===== src/rtl/add_share_arb.sv =====
// add_share_arb: four requesters share one registered adder through a
// round-robin arbiter feeding a two-stage pipeline with ready/valid handshakes.
module add_share_arb #(
    parameter int SIZE = 8,
    parameter int NREQ = 4
) (
    input  logic                 Clk,
    input  logic                 Reset,
    input  logic                 enable,
    input  logic [NREQ-1:0]      req_valid,
    input  logic [NREQ*SIZE-1:0] req_a,
    input  logic [NREQ*SIZE-1:0] req_b,
    output logic [NREQ-1:0]      req_ready,
    input  logic                 out_ready,
    output logic                 out_valid,
    output logic [SIZE:0]        Dataout,
    output logic [1:0]           out_id,
    output logic                 busy,
    output logic [15:0]          op_count
);

    typedef enum logic [1:0] {
        IDLE  = 2'd0,
        RUN   = 2'd1,
        STALL = 2'd2
    } state_t;

    state_t state;
    state_t next_state;

    logic [1:0]      rr_ptr;
    logic [SIZE-1:0] s1_a;
    logic [SIZE-1:0] s1_b;
    logic [1:0]      s1_id;
    logic            s1_v;

    logic            advance;
    logic            found;
    logic [1:0]      grant_id;
    logic [1:0]      idx;
    logic            transfer;
    logic            nxt_s1_v;
    logic            nxt_out_v;

    // The whole pipeline moves together whenever the output register is free or being drained
    assign advance = !out_valid || out_ready;

    // Round-robin search from rr_ptr; ready is only offered when the pipeline can accept
    always_comb begin
        found     = 1'b0;
        grant_id  = 2'd0;
        idx       = 2'd0;
        req_ready = '0;
        for (int k = 0; k < NREQ; k++) begin
            idx = rr_ptr + 2'(k);
            if (!found && req_valid[idx]) begin
                found    = 1'b1;
                grant_id = idx;
            end
        end
        if (Reset && enable && advance && found) begin
            req_ready[grant_id] = 1'b1;
        end
    end

    assign transfer = |(req_valid & req_ready);

    // Pointer moves past the requester just served so every requester gets a fair turn
    always_ff @(posedge Clk or negedge Reset) begin
        if (!Reset) begin
            rr_ptr <= 2'd0;
        end else if (transfer) begin
            rr_ptr <= grant_id + 2'd1;
        end
    end

    // Stage 1 captures the granted operands; a bubble is inserted when nothing is accepted
    always_ff @(posedge Clk or negedge Reset) begin
        if (!Reset) begin
            s1_a  <= '0;
            s1_b  <= '0;
            s1_id <= 2'd0;
            s1_v  <= 1'b0;
        end else if (advance) begin
            s1_v <= transfer;
            if (transfer) begin
                s1_a  <= req_a[grant_id*SIZE +: SIZE];
                s1_b  <= req_b[grant_id*SIZE +: SIZE];
                s1_id <= grant_id;
            end
        end
    end

    // Output stage holds the full-width sum, the carry lands in the MSB
    always_ff @(posedge Clk or negedge Reset) begin
        if (!Reset) begin
            Dataout   <= '0;
            out_id    <= 2'd0;
            out_valid <= 1'b0;
        end else if (advance) begin
            Dataout   <= {1'b0, s1_a} + {1'b0, s1_b};
            out_id    <= s1_id;
            out_valid <= s1_v;
        end
    end

    // Delivered-result counter sticks at all-ones rather than wrapping
    always_ff @(posedge Clk or negedge Reset) begin
        if (!Reset) begin
            op_count <= 16'd0;
        end else if (out_valid && out_ready && (op_count != 16'hFFFF)) begin
            op_count <= op_count + 16'd1;
        end
    end

    // Control state register
    always_ff @(posedge Clk or negedge Reset) begin
        if (!Reset) begin
            state <= IDLE;
        end else begin
            state <= next_state;
        end
    end

    // Next state looks at what the stages will hold after this edge
    always_comb begin
        nxt_s1_v   = advance ? transfer : s1_v;
        nxt_out_v  = advance ? s1_v : out_valid;
        next_state = state;
        case (state)
            IDLE: begin
                if (transfer) begin
                    next_state = RUN;
                end
            end
            RUN: begin
                if (out_valid && !out_ready) begin
                    next_state = STALL;
                end else if (!nxt_s1_v && !nxt_out_v) begin
                    next_state = IDLE;
                end
            end
            STALL: begin
                if (out_ready) begin
                    next_state = (!nxt_s1_v && !nxt_out_v) ? IDLE : RUN;
                end
            end
            default: next_state = IDLE;
        endcase
    end

    // Busy simply reflects that some stage is occupied
    always_comb begin
        busy = (state != IDLE);
    end

endmodule


===== config.mk =====
export PLATFORM = sky130hd
export DESIGN_NAME = add_share_arb
export DESIGN_NICKNAME = d
export VERILOG_FILES = /design/src/rtl/add_share_arb.sv
export SDC_FILE = /design/constraint.sdc
export NUM_CORES = 1
export LEC_CHECK = 0
export ABC_CLOCK_PERIOD_IN_PS = 1900
export CAP_MARGIN = 20
export CORE_MARGIN = 3
export CORE_UTILIZATION = 40
export CTS_CLUSTER_DIAMETER = 30
export CTS_CLUSTER_SIZE = 10
export DETAILED_ROUTE_END_ITERATION = 7
export PLACE_DENSITY = 0.72
export SETUP_SLACK_MARGIN = 0.4
export SYNTH_ARGS = -nofsm -noshare
export SYNTH_HDL_FRONTEND = slang
export SYNTH_SLANG_ARGS = --single-unit

===== constraint.sdc =====
create_clock -name Clk -period 1.9 [get_ports Clk]
set_input_delay 0.285 -clock Clk [delete_from_list [all_inputs] [get_ports Clk]]
set_output_delay 0.285 -clock Clk [all_outputs]
set_load 0.05 [all_outputs]

==> run summary, run 1 <==
Ant. Diodes: 0
synthesized area per cell: 10.4 sq um
register bit total from synthesis: 51
critical path type: flop to output pin
max-slew violations: 0
placement row count: 30
drt wl/cell: 18.6 microns
Leak Pwr: 2.48 nW
Synth Warn #: 0
via/cell ratio: 5.29
global placer's final weighted congestion: 0.846
clock-pin slew on the worst setup and hold paths: 110 ps
CP arrival: 1730 ps
Mapped Area: 2990 sq um
DRT Pass-1 Iters: 5
Critical-path top delay cell: dfrtp_2
Hold Buf Count CTS: 0
Top cell by count, worst path: buf_6
Worst Setup End Kind: output pin
port bufs: 104
TritonCTS Sinks: 51
worst rel slew slack: 0.565
crit path max fanout: 5
Initial DRC Count: 131
routed wire length: 10400 microns
core area: 7020 sq um
starting utilization of the core area: 0.426
Crit path largest cell delay: 460 ps
I/O pin cnt: 105
violated checks: negative setup slack
Inserted Clock Buffers: 5
overall routing resource usage: 0.219
fin crit period: 2020 ps
Area Growth Syn to Fin: 87.7%
final hold vios: 0
RSZ-0062 raised after global routing: yes
Fin Hold WS: 153 ps
Worst R2R Path Depth: 9
final worst slack: -116 ps
Worst-Skew Late Latency: 320 ps
post-synthesis cell type count: 48
final instance area: 5620 sq um
initial antenna violation count: 0
Clock Tree Root: clkbuf_8
first-pass GRT wire length: 14700 microns
Worst Path Required: 1620 ps
Vias: 2965
Gate Count Post-Synth: 287
status: complete, but fails checks
Routed Antenna Nets: 0
drt drc: 0
H-tree level count: 2
Die Y: 92.5 microns
vias in the first global route: 3078
maximum vdd ir drop: 0.701 mV
async set or reset register ratio after synthesis: 1.00
FMAX: 496 MHz
sequential share of the synthesized area: 0.426
Die Width: 92.5 microns
Final HPWL DP: 5630 microns
top_reg_cell synth: dfrtp_1
Max-Cap Viols: 0
pin count of the biggest net entering global routing: 52
Hold Path Class: input port to asynchronous set/reset pin
number of synthesized flops with an enable pin: 0
Area after DPL: 4410 sq um
Setup Skew: 15.4 ps
period utilization: 1.06
Worst Tran Pin Value: 653 ps
layout cells sized above 1: 0.491
CTS Buffer Depth: 2
Die Area: 8560 sq um
crit start category: flop
Mapped Nets: 369
PwrDens: 1330 nW/um^2
gr ovfl total: 0
Setup violations, final: 20
Nets: 545
crit-path cells: buf_6, nor3_4, o22ai_4, buf_6, nor3b_4, buf_12
CTS tree: built
-- cells in the mapped netlist (6+ instances only) --
| master | instances | area, sq um |
|---|---|---|
| dfrtp_1 | 51 | 1280 |
| nand2_1 | 47 | 176 |
| mux2i_1 | 32 | 320 |
| inv_1 | 10 | 37.5 |
| nor2_1 | 10 | 37.5 |
| xnor2_1 | 10 | 87.6 |
| a21oi_1 | 9 | 45.0 |
| ha_1 | 9 | 113 |
| o221ai_2 | 9 | 135 |
| xor2_1 | 9 | 78.8 |
| o221ai_1 | 7 | 61.3 |
| nand3_1 | 6 | 30.0 |
-- path summary, 6_finish.rpt --
check / from / to / slack, ps
setup / recovery: rr_ptr[1]$_DFFE_PN0P_ / req_ready[1] / -120
hold / removal: Reset / op_count[0]$_DFFE_PN0P_ / 150
setup reg to reg: rr_ptr[1]$_DFFE_PN0P_ / s1_a[2]$_DFFE_PN0P_ / -110
hold reg to reg: op_count[6]$_DFFE_PN0P_ / op_count[6]$_DFFE_PN0P_ / 490
max in group asynchronous: Reset / op_count[9]$_DFFE_PN0P_ / 1270
min in group Clk: out_ready / state[1]$_DFFE_PN0P_ / 310
-- cell type report --
class                   instances  area, sq um
clock inverters                 2         35.0
inverters                      10         37.5
fillers                       405         1400
multi-input cells             212         2100
flip-flops and latches         51         1300
well taps                      96          120
repair buffers                183         1940
clock buffers                   6         82.6
-- worst max-delay path: cells and delay by family (launching register included) --
kind            cells  cell delay (ps)
compound gates      1              110
buf+inv             3              440
flops               1              460
simple gates        2              400
-- placed cells by master (no fill, tap or decap), drive strengths merged, types with 6 or more instances in the layout --
cell / synthesis / layout
dfrtp: 51 / 51
buf: 11 / 94
a21oi: 10 / 10
nand2: 47 / 47
mux2i: 32 / 32
clkdlybuf4s15: 0 / 14
o21ai: 7 / 7
xor2: 9 / 9
ha: 9 / 9
o221ai: 16 / 16
nand3: 6 / 6
clkbuf: 3 / 14
inv: 10 / 10
nor2: 10 / 10
xnor2: 10 / 10
clkdlybuf4s50: 0 / 65
-- stage by stage --
step | setup slack [ps] | instances | util | TNS, ps | power, mW
2_1_floorplan | 66.0 | 287 | - | 0 | 4.13
3_3_place_gp | -337 | 495 | 0.628 | -4120 | 5.03
3_5_place_dp | -345 | 495 | 0.628 | -4600 | 5.11
4_1_cts | -87.2 | 539 | 0.738 | -704 | 6.58
5_1_grt | -211 | 560 | 0.800 | -3120 | 7.84
6_report | -116 | 560 | 0.800 | -1360 | 7.45
-- registers in the layout, indices dropped and copies added, names as in the netlist --
signal     flops
op_count      16
Dataout        9
s1_a           8
s1_b           8
out_id         2
rr_ptr         2
s1_id          2
state          2
out_valid      1
s1_v           1
-- report_power, final --
part	switching (mW)	internal, mW
registers	0.388	1.48
logic	2.40	2.37
clock network	0.387	0.427
-- timing repair --
item                                    4_1_cts  5_1_grt
gates cloned                                  5        1
gates resized for setup                     136       77
pin swaps                                    38       35
setup buffers                                31       20
endpoints found under the setup margin       68       54
-- cells by family after synthesis --
group                    Yosys count  synth area share
AND/OR/NAND/NOR                  101             0.168
XOR/XNOR                          19            0.0556
buffers and inverters             24            0.0477
AO/OA/AOI/OAI                     46             0.136
multiplexers                      36             0.122
adder cells (fa/ha/maj)           10            0.0443
flip-flops                        51             0.426
-- metal layers --
metal  wire length [microns]  vias up  track usage
met3                     565       15       0.0390
met2                    5550      121        0.381
met5                       0        -            0
met4                     227        0       0.0928
met1                    4050     1444        0.265
li1                        -     1385            -
(Power assumes the default switching activity.)
==> run 2: changes to the inputs <==
--- a/config.mk
+++ b/config.mk
@@ -17,3 +17,4 @@
 export SYNTH_ARGS = -nofsm -noshare
 export SYNTH_HDL_FRONTEND = slang
 export SYNTH_SLANG_ARGS = --single-unit
+export TNS_END_PERCENT = 50
==> run 2 against run 1 <==
Compared with the run above: the flow still finishes with violations (negative setup slack); critical path depth did not move; via count is 8.7% lower; non-clock buffer count shrank 36; clock skew fell by 7.5 ps; wire length down 18%; critical endpoint is now req_ready[2]; core utilization fell by 8.9 points; combinational power is 19% lower; setup slack improved by 20 ps; design area shrank 11%.
==> run summary, run 2 (synthesized netlist as in run 1, its figures left out) <==
status: complete, but fails checks
violated checks: negative setup slack
clock-pin slew on the worst setup and hold paths: 100 ps
Die Width: 92.5 microns
fin crit period: 2000 ps
final hold vios: 0
I/O pin cnt: 105
Largest Register: op_count
max-slew violations: 0
Sum Neg Setup Slack: -277 ps
Ant. Diodes: 0
Setup Skew: 7.95 ps
via/cell ratio: 5.16
CP arrival: 1710 ps
Worst R2R Path Depth: 6
Worst Setup End Kind: output pin
CTS Buffer Depth: 2
Worst-Skew Late Latency: 310 ps
pin count of the biggest net entering global routing: 52
Hold Buf Count CTS: 0
Die Y: 92.5 microns
Clock Tree Root: clkbuf_8
Inserted Clock Buffers: 5
Hold Path Class: input port to asynchronous set/reset pin
Crit path largest cell delay: 410 ps
non-filler cells, final: 524
final worst slack: -95.8 ps
layout cells sized above 1: 0.411
final core occ: 0.711
H-tree level count: 2
biggest regs: op_count: 16 flops, Dataout: 9 flops
RSZ-0062 raised after global routing: yes
core area: 7020 sq um
Worst Path Required: 1620 ps
TritonCTS Sinks: 51
Worst Tran Pin Value: 633 ps
Vias: 2706
Max-Cap Viols: 0
routed wire length: 8520 microns
Setup violations, final: 4
Area Growth Syn to Fin: 66.7%
Die Area: 8560 sq um
initial antenna violation count: 0
DRT Pass-1 Iters: 4
crit-path cells: a21o_1, a21oi_4, o22ai_4, buf_6, nor3b_4, buf_12
power consumption: 6.47 mW
Final HPWL DP: 5820 microns
drt wl/cell: 16.3 microns
overall routing resource usage: 0.190
FMAX: 501 MHz
first-pass GRT wire length: 13100 microns
Initial DRC Count: 119
vias in the first global route: 2784
number of flip-flops in the largest register: 16
crit path max fanout: 4
Fin Hold WS: 137 ps
Routed Antenna Nets: 0
most common cell after layout, fill and taps aside: clkdlybuf4s50_1
gr ovfl total: 0
commonest cells after routing, fill and taps aside: clkdlybuf4s50_1, nand2_1, buf_4
period utilization: 1.05
global placer's final weighted congestion: 0.818
Critical-path top delay cell: dfrtp_1
port bufs: 104
Inst Count DP: 494
CTS tree: built
crit start category: flop
placement row count: 30
drt drc: 0
Nets: 509
Leak Pwr: 2.22 nW
critical path type: flop to output pin
maximum vdd ir drop: 0.636 mV
starting utilization of the core area: 0.426
PwrDens: 1300 nW/um^2
worst rel slew slack: 0.578
-- run 2: cell count changes in the layout (fill, tap and decap cells not counted), sizes merged --
cell / delta
clkbuf: -2
clkinv: +1
clkdlybuf4s15: +3
dlygate4sd2: +1
bufbuf: -1
buf: -38
-- run 2: cell type report --
| type | instances | area (sq um) |
|---|---|---|
| Fill cell | 487 | 2030 |
| Multi-Input combinational cell | 212 | 1920 |
| Timing Repair Buffer | 147 | 1500 |
| Sequential cell | 51 | 1300 |
| Tap cell | 96 | 120 |
| Clock buffer | 5 | 68.8 |
| Clock inverter | 3 | 43.8 |
| Inverter | 10 | 37.5 |
-- run 2: power by group --
part	total [mW]	internal [mW]	switching, mW	leakage [nW]
logic	3.87	1.80	2.07	1.54
clock network	0.782	0.393	0.389	0.0581
registers	1.82	1.48	0.347	0.625
total	6.47	3.67	2.81	2.22
-- run 2: worst max-delay path, delay by kind of cell, from the launching register on --
kind	cells	cell delay, ps
DFF	1	410
AOI/OAI and AO/OA	3	440
and+or+nand+nor	1	240
buffers and inverters	2	310
-- run 2: path summary, 6_finish.rpt --
kind / startpoint / to / slack [ps]
setup / recovery: rr_ptr[1]$_DFFE_PN0P_ / req_ready[2] / -100
hold / removal: Reset / op_count[11]$_DFFE_PN0P_ / 140
setup reg to reg: rr_ptr[0]$_DFFE_PN0P_ / s1_b[1]$_DFFE_PN0P_ / 40
hold reg to reg: s1_v$_DFF_PN0_ / out_valid$_DFF_PN0_ / 490
max in group asynchronous: Reset / rr_ptr[0]$_DFFE_PN0P_ / 1300
min in group Clk: out_ready / state[1]$_DFFE_PN0P_ / 410
-- run 2: through the flow --
step	area (sq um)	worst slack, ps
floorplan	3120	66.0
global placement	4370	-299
detailed placement	4370	-348
CTS	4720	-116
global route	4990	-172
finish	4990	-95.8
-- run 2: metal layers --
layer  vias up  global-route usage  part of all wire
met2        97               0.305              0.49
met4         0              0.0594             0.015
met5         -                   0                 0
li1       1309                   -                 -
met1      1290               0.258              0.44
met3        10              0.0382             0.052
-- run 2: repair_timing --
item	4_1_cts	5_1_grt
hold endpoints to repair	0	0
cloned	1	2
endpoints found under the setup margin	64	48
buffers inserted	10	9
gates resized for setup	92	48
pin swaps	48	61
